==> src/rtl/conv_controller.sv <==
// conv_controller: sequences weight load, input-row priming, column sweep,
// adder drain and row write-back for the convolution datapath.
// Optional feature macro: CONV_CTRL_MULTI_IMAGE_EN streams consecutive images
// with one weight load until a 16'hFFFF nrows marker is read.
module conv_controller (
  input  logic        clk,
  input  logic        reset_b,
  input  logic        dut_run,
  input  logic        dut_busy,
  input  logic [15:0] sram_dut_read_data,
  input  logic        last_col_next,
  input  logic        last_row_flag,
  input  logic        conv_go_flag,
  input  logic        initialization_flag,
  output logic        dut_busy_toggle,
  output logic        str_weights_dims,
  output logic        str_weights_data,
  output logic        rst_dut_wmem_read_address,
  output logic        str_input_nrows,
  output logic        str_input_ncols,
  output logic        incr_raddr_enable,
  output logic        pln_input_row_enable,
  output logic        incr_col_enable,
  output logic        rst_col_counter,
  output logic        incr_row_enable,
  output logic        rst_row_counter,
  output logic        update_d_in,
  output logic        toggle_conv_go_flag,
  output logic        str_temp_to_write,
  output logic        rst_output_row_temp,
  output logic        set_initialization_flag,
  output logic        rst_initialization_flag,
  output logic [3:0]  state_out
);

  typedef enum logic [3:0] {
    IDLE     = 4'd0,
    W_DIM    = 4'd1,
    W_DATA   = 4'd2,
    R_ROWS   = 4'd3,
    R_COLS   = 4'd4,
    PRIME    = 4'd5,
    SWEEP    = 4'd6,
    DRAIN    = 4'd7,
    WRITE    = 4'd8,
    NEXT_ROW = 4'd9,
    FINISH   = 4'd10
  } state_t;

  state_t     state_q;
  logic [1:0] cnt_q;
  logic       first_q;
  logic       unused_flags;

  // The datapath flags are mirrored by the datapath itself; the sequence does not depend on them.
  assign unused_flags = conv_go_flag ^ initialization_flag;
  assign state_out    = state_q;

  // Single-process FSM: every strobe is registered from the decision made in the current state.
  always_ff @(posedge clk or negedge reset_b) begin
    if (!reset_b) begin
      state_q                   <= IDLE;
      cnt_q                     <= 2'd0;
      first_q                   <= 1'b0;
      dut_busy_toggle           <= 1'b0;
      str_weights_dims          <= 1'b0;
      str_weights_data          <= 1'b0;
      rst_dut_wmem_read_address <= 1'b0;
      str_input_nrows           <= 1'b0;
      str_input_ncols           <= 1'b0;
      incr_raddr_enable         <= 1'b0;
      pln_input_row_enable      <= 1'b0;
      incr_col_enable           <= 1'b0;
      rst_col_counter           <= 1'b0;
      incr_row_enable           <= 1'b0;
      rst_row_counter           <= 1'b0;
      update_d_in               <= 1'b0;
      toggle_conv_go_flag       <= 1'b0;
      str_temp_to_write         <= 1'b0;
      rst_output_row_temp       <= 1'b0;
      set_initialization_flag   <= 1'b0;
      rst_initialization_flag   <= 1'b0;
    end else begin
      dut_busy_toggle           <= 1'b0;
      str_weights_dims          <= 1'b0;
      str_weights_data          <= 1'b0;
      rst_dut_wmem_read_address <= 1'b0;
      str_input_nrows           <= 1'b0;
      str_input_ncols           <= 1'b0;
      incr_raddr_enable         <= 1'b0;
      pln_input_row_enable      <= 1'b0;
      incr_col_enable           <= 1'b0;
      rst_col_counter           <= 1'b0;
      incr_row_enable           <= 1'b0;
      rst_row_counter           <= 1'b0;
      update_d_in               <= 1'b0;
      toggle_conv_go_flag       <= 1'b0;
      str_temp_to_write         <= 1'b0;
      rst_output_row_temp       <= 1'b0;
      set_initialization_flag   <= 1'b0;
      rst_initialization_flag   <= 1'b0;
      case (state_q)
        IDLE: if (dut_run && !dut_busy) begin
          dut_busy_toggle <= 1'b1;
          rst_col_counter <= 1'b1;
          rst_row_counter <= 1'b1;
          state_q         <= W_DIM;
        end
        W_DIM: begin
          str_weights_dims          <= 1'b1;
          rst_dut_wmem_read_address <= 1'b1;
          state_q                   <= W_DATA;
        end
        W_DATA: begin
          str_weights_data  <= 1'b1;
          incr_raddr_enable <= 1'b1;
          state_q           <= R_ROWS;
        end
        R_ROWS: begin
          str_input_nrows   <= 1'b1;
          incr_raddr_enable <= 1'b1;
          state_q           <= (sram_dut_read_data == 16'hFFFF) ? FINISH : R_COLS;
        end
        R_COLS: begin
          str_input_ncols   <= 1'b1;
          incr_raddr_enable <= 1'b1;
          cnt_q             <= 2'd0;
          state_q           <= PRIME;
        end
        PRIME: begin
          pln_input_row_enable <= 1'b1;
          incr_raddr_enable    <= 1'b1;
          if (cnt_q == 2'd2) begin
            set_initialization_flag <= 1'b1;
            cnt_q                   <= 2'd0;
            first_q                 <= 1'b1;
            state_q                 <= SWEEP;
          end else begin
            cnt_q <= cnt_q + 2'd1;
          end
        end
        SWEEP: begin
          update_d_in         <= 1'b1;
          incr_col_enable     <= 1'b1;
          toggle_conv_go_flag <= first_q;
          rst_output_row_temp <= first_q;
          first_q             <= 1'b0;
          if (last_col_next) begin
            cnt_q   <= 2'd0;
            state_q <= DRAIN;
          end
        end
        DRAIN: if (cnt_q == 2'd1) begin
          toggle_conv_go_flag <= 1'b1;
          cnt_q               <= 2'd0;
          state_q             <= WRITE;
        end else begin
          cnt_q <= cnt_q + 2'd1;
        end
        WRITE: begin
          str_temp_to_write <= 1'b1;
          state_q           <= NEXT_ROW;
        end
        NEXT_ROW: begin
          rst_col_counter <= 1'b1;
          incr_row_enable <= 1'b1;
          if (last_row_flag) begin
`ifdef CONV_CTRL_MULTI_IMAGE_EN
            rst_row_counter <= 1'b1;
            state_q         <= R_ROWS;
`else
            state_q         <= FINISH;
`endif
          end else begin
            pln_input_row_enable <= 1'b1;
            incr_raddr_enable    <= 1'b1;
            first_q              <= 1'b1;
            state_q              <= SWEEP;
          end
        end
        FINISH: begin
          dut_busy_toggle         <= 1'b1;
          rst_initialization_flag <= 1'b1;
          state_q                 <= IDLE;
        end
        default: state_q <= IDLE;
      endcase
    end
  end

endmodule

==> config.mk <==
export PLATFORM = sky130hd
export DESIGN_NAME = conv_controller
export DESIGN_NICKNAME = d
export VERILOG_FILES = /design/src/rtl/conv_controller.sv
export SDC_FILE = /design/constraint.sdc
export NUM_CORES = 1
export LEC_CHECK = 0
export CAP_MARGIN = 30
export CORE_ASPECT_RATIO = 1.1
export CORE_UTILIZATION = 45
export DETAILED_ROUTE_END_ITERATION = 8
export PLACE_DENSITY = 0.84
export SKIP_LAST_GASP = 1
export SLEW_MARGIN = 20
export SYNTH_ARGS = -nofsm -noshare
export SYNTH_HDL_FRONTEND = slang
export SYNTH_SLANG_ARGS = --single-unit
==> constraint.sdc <==
create_clock -name clk -period 2.4 [get_ports clk]
set_input_delay 0.24 -clock clk [delete_from_list [all_inputs] [get_ports clk]]
set_output_delay 0.24 -clock clk [all_outputs]
set_load 0.1 [all_outputs]
# Yosys cells after proc, flatten, opt, wreduce, memory -nomap -nowiden
# Index checks and enable logic that the tools add are counted.
[op_classes]
n_reduce_logical = 9
muxes = 34
n_eq_ne = 18
add_sub_neg = 1
[op_table]
columns = ["operator", "n"]
rows = [
  ["4-bit case mux with 10 select lines", 1],
  ["4-bit two-way mux", 6],
  ["1-bit two-way mux", 17],
  ["16-bit == test, second input constant", 1],
  ["4-bit by 3-bit == test with 1-bit output, second input constant", 4],
  ["4-bit == test, second input constant", 3],
  ["2-bit inequality test, second input constant", 5],
  ["1-bit case mux with 2 select lines", 5],
  ["4-bit by 2-bit == test with 1-bit output, second input constant", 2],
  ["2-bit case mux with 4 select lines", 1],
  ["2-bit two-way mux", 3],
  ["4-bit by 1-bit == test with 1-bit output, second input constant", 1],
  ["4-bit zero test", 1],
  ["4-bit AND reduction", 1],
  ["4-bit nonzero test", 1],
  ["4-bit OR reduction", 1],
  ["1-bit case mux with 3 select lines", 1],
  ["3-bit AND reduction", 1],
  ["3-bit nonzero test", 1],
  ["2-bit by 1-bit adder with 2-bit output, second input constant", 1],
  ["2-bit by 1-bit == test with 1-bit output, second input constant", 1],
  ["2-bit == test, second input constant", 1],
  ["2-bit AND reduction", 1],
  ["1-bit logical AND", 1],
  ["1-bit zero test", 1],
]
[totals]
inputBits = 24
word_cells = 81
regBits = 23

# Depth between registers and ports, before layout
# Gate-level depths: netlist of the first run.
[depth]
depth_word = 4
ltp_mapped = 6
depth_no_buf = 4

# Worst setup path before layout of the first run
# No wires, ideal clock.
[synth_path]
kind = "register to register"
start = "reg state_q[2], in the netlist state_out[2]"
end = "reg state_q[2], in the netlist state_out[2]"
n_path_buf = 1
period_less_slack_ps = 1933
t_required_ps = 2305
t_arrival_ps = 1838
path_slack_ps = 467
stages_incl_launch_ff = 6
cell_sequence = "dfrtp_1 > buf_4 > and2b_1 > o2111a_1 > o21ai_0 > o31ai_1"
[synth_via]
elab_chain_len = 3
[synth_lines]
columns = ["element", "line", "rtl"]
rows = [
  ["start, declared", "50", "state_t state_q;"],
  ["start signal, assigned", "122", "state_q <= (sram_dut_read_data == 16'hFFFF) ? FINISH : R_COLS;"],
  ["4-bit by 3-bit == test with 1-bit output / 4-bit zero test (equally long branches)", "102", "case (state_q)"],
  ["2-bit inequality test (no line)", "--", ""],
  ["4-bit AND reduction (no line)", "--", ""],
]
# Parallel ways exist; a longest one is shown, timed or not.
# A chain may end at the register's enable or synchronous reset.

# Worst setup path after layout of the first run
[layout_path]
start = "reg state_q[0], in the netlist state_out[0]"
end = "out state_out[0]"
[layout_lines]
columns = ["element", "line", "rtl"]
rows = [
  ["end, declared", "33", "output logic [3:0] state_out"],
]
# No word-level cell between the ends.

==> results of run 1 <==
synth_stat cells, drive strengths merged (2+ instances only):
| library cell | count |
|---|---|
| nand2 | 4 |
| nand3 | 3 |
| nor4 | 2 |
| nand2b | 7 |
| nand4 | 4 |
| o21ai | 10 |
| a221oi | 2 |
| inv | 4 |
| nor2 | 10 |
| nand3b | 2 |
| a21oi | 2 |
| buf | 9 |
| dfrtp | 23 |
| a21boi | 2 |
| nor3 | 9 |
final timing paths:
| path | startpoint | endpoint | slack (ns) | depth (start not counted) |
|---|---|---|---|---|
| setup / recovery | state_out[0]$_DFFE_PN0P_ | state_out[0] | 0.75 | 1 |
| hold / removal | reset_b | rst_col_counter$_DFF_PN0_ | 0.28 | 2 |
| setup reg to reg | state_out[0]$_DFFE_PN0P_ | state_out[2]$_DFFE_PN0P_ | 0.77 | 4 |
| hold reg to reg | first_q$_DFFE_PN0P_ | rst_output_row_temp$_DFF_PN0_ | 0.57 | 2 |
| max in group asynchronous | reset_b | incr_raddr_enable$_DFF_PN0_ | 1.91 | 2 |
| min in group clk | first_q$_DFFE_PN0P_ | rst_output_row_temp$_DFF_PN0_ | 0.57 | 2 |
area by class of cell:
class                   count  area [sq um]  area share, %
inverters                   4         15.01          1.020
repair buffers             44         382.9          26.00
clock inverters             1         5.005         0.3398
flip-flops and latches     23         575.6          39.08
multi-input cells          71         434.2          29.48
well taps                  30         37.54          2.549
clock buffers               3         22.52          1.529
stage by stage:
step / hold slack, ns / util [%] / setup slack [ns]
finish: 0.2842 / 64.74 / 0.7454
global route: 0.2974 / 64.74 / 0.6725
CTS: 0.2874 / 64.74 / 0.7468
detailed placement: 0.5411 / 63.53 / 0.5689
global placement: 0.5344 / 63.53 / 0.6023
floorplan: -0.05559 / - / 0.4667
layer usage:
layer | wire length [um] | global-route usage (%)
met5 | 0 | 0
met2 | 1137 | 34.72
met1 | 940 | 21.65
met4 | 33 | 6.863
met3 | 167 | 2.542
placed cells by master (no fill, tap or decap), types with 3 or more instances in the layout:
cell type / instances
clkbuf_4: 3
o21ai_0: 9
dfrtp_1: 23
nand4_1: 4
nand2b_1: 6
clkdlybuf4s50_1: 21
buf_4: 23
nor3_1: 8
nand3_1: 3
nand2_1: 4
inv_1: 4
nor2_1: 10
worst register-to-register path, delay by kind of cell, from the launching register on:
family	cells	cell delay, ns
flip-flops	1	0.72
AO/OA/AOI/OAI	2	0.45
AND/OR/NAND/NOR	2	0.35
cell families after synthesis:
logic type,Yosys count,synth area share (%)
mux,1,0.9143
simple gates,47,24.11
flops,23,52.57
buf+inv,13,7.771
compound gates,23,14.63
==> impl_metrics.env, run 1 <==
export IMPL_cp_num_buf_inv=1
export IMPL_finalInstanceArea_sq_mm=0.001473
export IMPL_synthTopCellsByArea="dfrtp_1 53%, o21ai_0 4.1%, nor3_1 3.7%, buf_4 3.4%, nand2b_1 3.4%"
export IMPL_area_growth_pct=34.51
export IMPL_crit_path_end_kind="output port"
export IMPL_cts_tree="built"
export IMPL_cts_setup_buffers=0
export IMPL_crit_family="flip-flops"
export IMPL_rsz0062_at_grt="no"
export IMPL_synth_top_area_share_pct=52.57
export IMPL_syn_area_sq_mm=0.001095
export IMPL_clock_sinks=23
export IMPL_place_inst=172
export IMPL_groute_usage_overall_pct=18.41
export IMPL_ys_seq_elements=23
export IMPL_drtPass1Iterations=4
export IMPL_synth_edf_count=0
export IMPL_antenna_found_initial=0
export IMPL_cts_resized=0
export IMPL_ys_warn_count=0
export IMPL_grt_pass1_wl_um=3643
export IMPL_wl_per_cell_um=12.95
export IMPL_globalplace_congestion=0.7480
export IMPL_rows=18
export IMPL_hold_buffers=0
export IMPL_synthFlopType="dfrtp_1"
export IMPL_fin_crit_ns=1.655
export IMPL_hp_class="in -> async"
export IMPL_cp_required_ns=2.16
export IMPL_max_freq_mhz=604.4
export IMPL_status="finished clean"
export IMPL_drtIter0Drc=45
export IMPL_finalHoldViolations=0
export IMPL_path_max_fanout=18
export IMPL_drc=0
export IMPL_async_flop_share_pct=100.0
export IMPL_die_y_um=53.73
export IMPL_die_x_um=49.03
export IMPL_setup_tns_ns=0
export IMPL_totalWireLength_um=2279
export IMPL_worstSetupPathType="reg -> out"
export IMPL_fillers=176
export IMPL_max_cap_violations=0
export IMPL_grt_pass1_vias=822
export IMPL_slew_violations=0
export IMPL_maxSlewHeadroom_pct=62.00
export IMPL_stdcell_count=176
export IMPL_path_cells="buf_4"
export IMPL_hpwl_um=1701
export IMPL_syn_nets=131
export IMPL_ant_nets=0
export IMPL_setup_viol=0
export IMPL_clockBufferDepth=2
export IMPL_critPathLaunchType="register"
export IMPL_finalNetCount=171
export IMPL_ys_seq_area_share_pct=52.57
export IMPL_cpPeakStageDelay_ns=0.72
export IMPL_placed_area_sq_mm=0.001445
export IMPL_route_vias_total=942
export IMPL_dieArea_sq_mm=0.002634
export IMPL_htreeDepth=1
export IMPL_clk_pin_slew_ns=0.12
export IMPL_root_buffer="clkbuf_4"
export IMPL_io_buffers=43
export IMPL_diodes=0
export IMPL_cp_slowest_cell="dfrtp_1"
export IMPL_grt_max_degree=24
export IMPL_yosys_cell_types_count=35
export IMPL_syn_inst=107
export IMPL_largest_register_ffs=4
export IMPL_cts_buffers=3
export IMPL_critical_path_arrival_ns=1.41
export IMPL_start_util_pct=48.13
export IMPL_gr_total_overflow=0
export IMPL_io_pins=46
export IMPL_vias_per_cell=5.352
export IMPL_core_area_sq_mm=0.002275
export IMPL_worstMarginPinSlew_ns=0.5699
export IMPL_clock_skew_ns=0.001966
export IMPL_yosys_area_top_type="dfrtp_1"
export IMPL_clock_latency_ns=0.29
export IMPL_min_period_over_period_pct=68.94
export IMPL_layout_drive_gt1_share_pct=21.23
export IMPL_syn_avg_cell_area_sq_um=10.23
Power of run 1 is not shown: default switching activity piles up to over one toggle a cycle in this logic, so the estimate is an artifact.
==> inputs of run 2 (changes only) <==
--- a/config.mk
+++ b/config.mk
@@ -7,9 +7,9 @@
 export LEC_CHECK = 0
 export CAP_MARGIN = 30
 export CORE_ASPECT_RATIO = 1.1
-export CORE_UTILIZATION = 45
+export CORE_UTILIZATION = 37
 export DETAILED_ROUTE_END_ITERATION = 8
-export PLACE_DENSITY = 0.84
+export PLACE_DENSITY = 0.74
 export SKIP_LAST_GASP = 1
 export SLEW_MARGIN = 20
 export SYNTH_ARGS = -nofsm -noshare
==> constraint.sdc (replaced) <==
create_clock -name clk -period 1.5 [get_ports clk]
set_input_delay 0.15 -clock clk [delete_from_list [all_inputs] [get_ports clk]]
set_output_delay 0.15 -clock clk [all_outputs]
set_load 0.1 [all_outputs]
==> impl_metrics.env, run 2 (synthesis results as in run 1) <==
export IMPL_status="finished clean"
export IMPL_vias_per_cell=5.471
export IMPL_wl_per_cell_um=15.30
export IMPL_dieArea_sq_mm=0.003181
export IMPL_crit_path_end_kind="register"
export IMPL_ant_nets=0
export IMPL_die_x_um=53.87
export IMPL_r2r_slack_ns=0.06
export IMPL_clk_pin_slew_ns=0.13
export IMPL_final_cell_mix="22 x buf_12, 21 x clkdlybuf4s50_1, 19 x dfrtp_1"
export IMPL_cp_required_ns=1.70
export IMPL_clock_skew_ns=0.0007426
export IMPL_fillers=202
export IMPL_critical_path_arrival_ns=1.64
export IMPL_drc=0
export IMPL_cts_tree="built"
export IMPL_cp_slowest_cell="dfrtp_4"
export IMPL_met3_usage_pct=3.077
export IMPL_layout_drive_gt1_share_pct=31.41
export IMPL_cts_buffers=3
export IMPL_maxSlewHeadroom_pct=76.84
export IMPL_antenna_found_initial=0
export IMPL_busiest_layer="met2"
export IMPL_max_freq_mhz=696.4
export IMPL_globalplace_congestion=1.016
export IMPL_totalWireLength_um=2892
export IMPL_total_power_mw=4.434
export IMPL_path_cells="buf_4 > nand2b_4 > o21ai_2 > a221oi_2 > o31ai_1"
export IMPL_timing_rr_end="state_out[2]$_DFFE_PN0P_"
export IMPL_max_cap_violations=0
export IMPL_finalNetCount=181
export IMPL_clockBufferDepth=2
export IMPL_route_vias_total=1034
export IMPL_leakagePower_nw=0.7885
export IMPL_critPathLaunchType="register"
export IMPL_drtPass1Iterations=4
export IMPL_placed_area_sq_mm=0.001798
export IMPL_cp_num_buf_inv=1
export IMPL_groute_usage_overall_pct=20.72
export IMPL_hpwl_um=2176
export IMPL_met1_usage_pct=25.08
export IMPL_r2r_start="state_out[2]$_DFFE_PN0P_"
export IMPL_clock_latency_ns=0.30
export IMPL_r2r_cells=5
export IMPL_utilization_pct=67.52
export IMPL_use_met2_pct=34.39
export IMPL_hp_class="in -> async"
export IMPL_finalHoldViolations=0
export IMPL_core_area_sq_mm=0.002778
export IMPL_cpPeakStageDelay_ns=0.54
export IMPL_io_pins=46
export IMPL_die_y_um=59.05
export IMPL_drtIter0Drc=44
export IMPL_start_util_pct=39.41
export IMPL_largest_register_ffs=4
export IMPL_io_buffers=43
export IMPL_finalInstanceArea_sq_mm=0.001876
export IMPL_gr_total_overflow=0
export IMPL_min_period_over_period_pct=95.73
export IMPL_grt_pass1_wl_um=4733
export IMPL_root_buffer="clkbuf_4"
export IMPL_grt_pass1_vias=1059
export IMPL_power_density_mw_per_mm2=2364
export IMPL_worstSetupPathType="reg -> reg"
export IMPL_diodes=0
export IMPL_slew_violations=0
export IMPL_htreeDepth=1
export IMPL_ir_drop_mv=1.600
export IMPL_setup_viol=0
export IMPL_stdcell_count=189
export IMPL_fin_crit_ns=1.436
export IMPL_final_common_cell="buf_12"
export IMPL_hold_buffers=0
export IMPL_worstMarginPinSlew_ns=0.3442
export IMPL_clock_sinks=23
export IMPL_crit_family="flip-flops"
export IMPL_area_growth_pct=71.31
export IMPL_place_inst=182
export IMPL_grt_max_degree=24
export IMPL_path_max_fanout=8
export IMPL_rows=20
==> run 2: repair_timing <==
item                                    in CTS  in global routing
endpoints found under the setup margin       0                  3
endpoints found under the hold margin        0                  0
buffers inserted                             0                  3
gates resized for setup                      0                  7
==> run 2: power breakdown <==
| part | internal, mW | switching (mW) |
|---|---|---|
| logic | 1.15 | 1.90 |
| clock network | 0.0994 | 0.186 |
| registers | 0.828 | 0.270 |
==> run 2: how the worst max path moves through the flow <==
| stage | from | end | depth (start not counted) |
|---|---|---|---|
| 2_1_floorplan | state_out[3]$_DFFE_PN0P_ | cnt_q[1]$_DFFE_PN0P_ | 6 |
| 3_3_place_gp | sram_dut_read_data[15] | state_out[2]$_DFFE_PN0P_ | 5 |
| 3_5_place_dp | sram_dut_read_data[15] | state_out[2]$_DFFE_PN0P_ | 5 |
| 4_1_cts | state_out[2]$_DFFE_PN0P_ | state_out[1]$_DFFE_PN0P_ | 4 |
| 5_1_grt | state_out[2]$_DFFE_PN0P_ | state_out[1]$_DFFE_PN0P_ | 5 |
| 6_report | state_out[2]$_DFFE_PN0P_ | state_out[2]$_DFFE_PN0P_ | 5 |
==> run 2: metrics by stage <==
step / setup slack (ns) / hold slack [ns] / setup TNS, ns
final: 0.06410 / 0.1774 / 0
after detailed placement: -0.2538 / 0.5209 / -0.4282
after global routing: -0.003144 / 0.2078 / -0.005570
after floorplan: -0.1009 / -0.1456 / -0.1979
after CTS: 0.007414 / 0.1736 / 0
after global placement: -0.1765 / 0.5179 / -0.2484
==> run 2: final cells by class <==
class	count	area [sq um]	area share, %
multi-input cells	71	467.9	24.95
repair buffers	54	733.2	39.09
inverters	4	15.01	0.8005
well taps	33	41.29	2.201
clock inverters	1	5.005	0.2668
flip-flops and latches	23	590.6	31.49
clock buffers	3	22.52	1.201
==> run 2: layer usage <==
metal	wire length [um]	vias up
met2	1586	49
met3	166	9
li1	-	478
met4	69	0
met1	1070	498
met5	0	-
No activity file was read; power rests on OpenSTA's default activity.
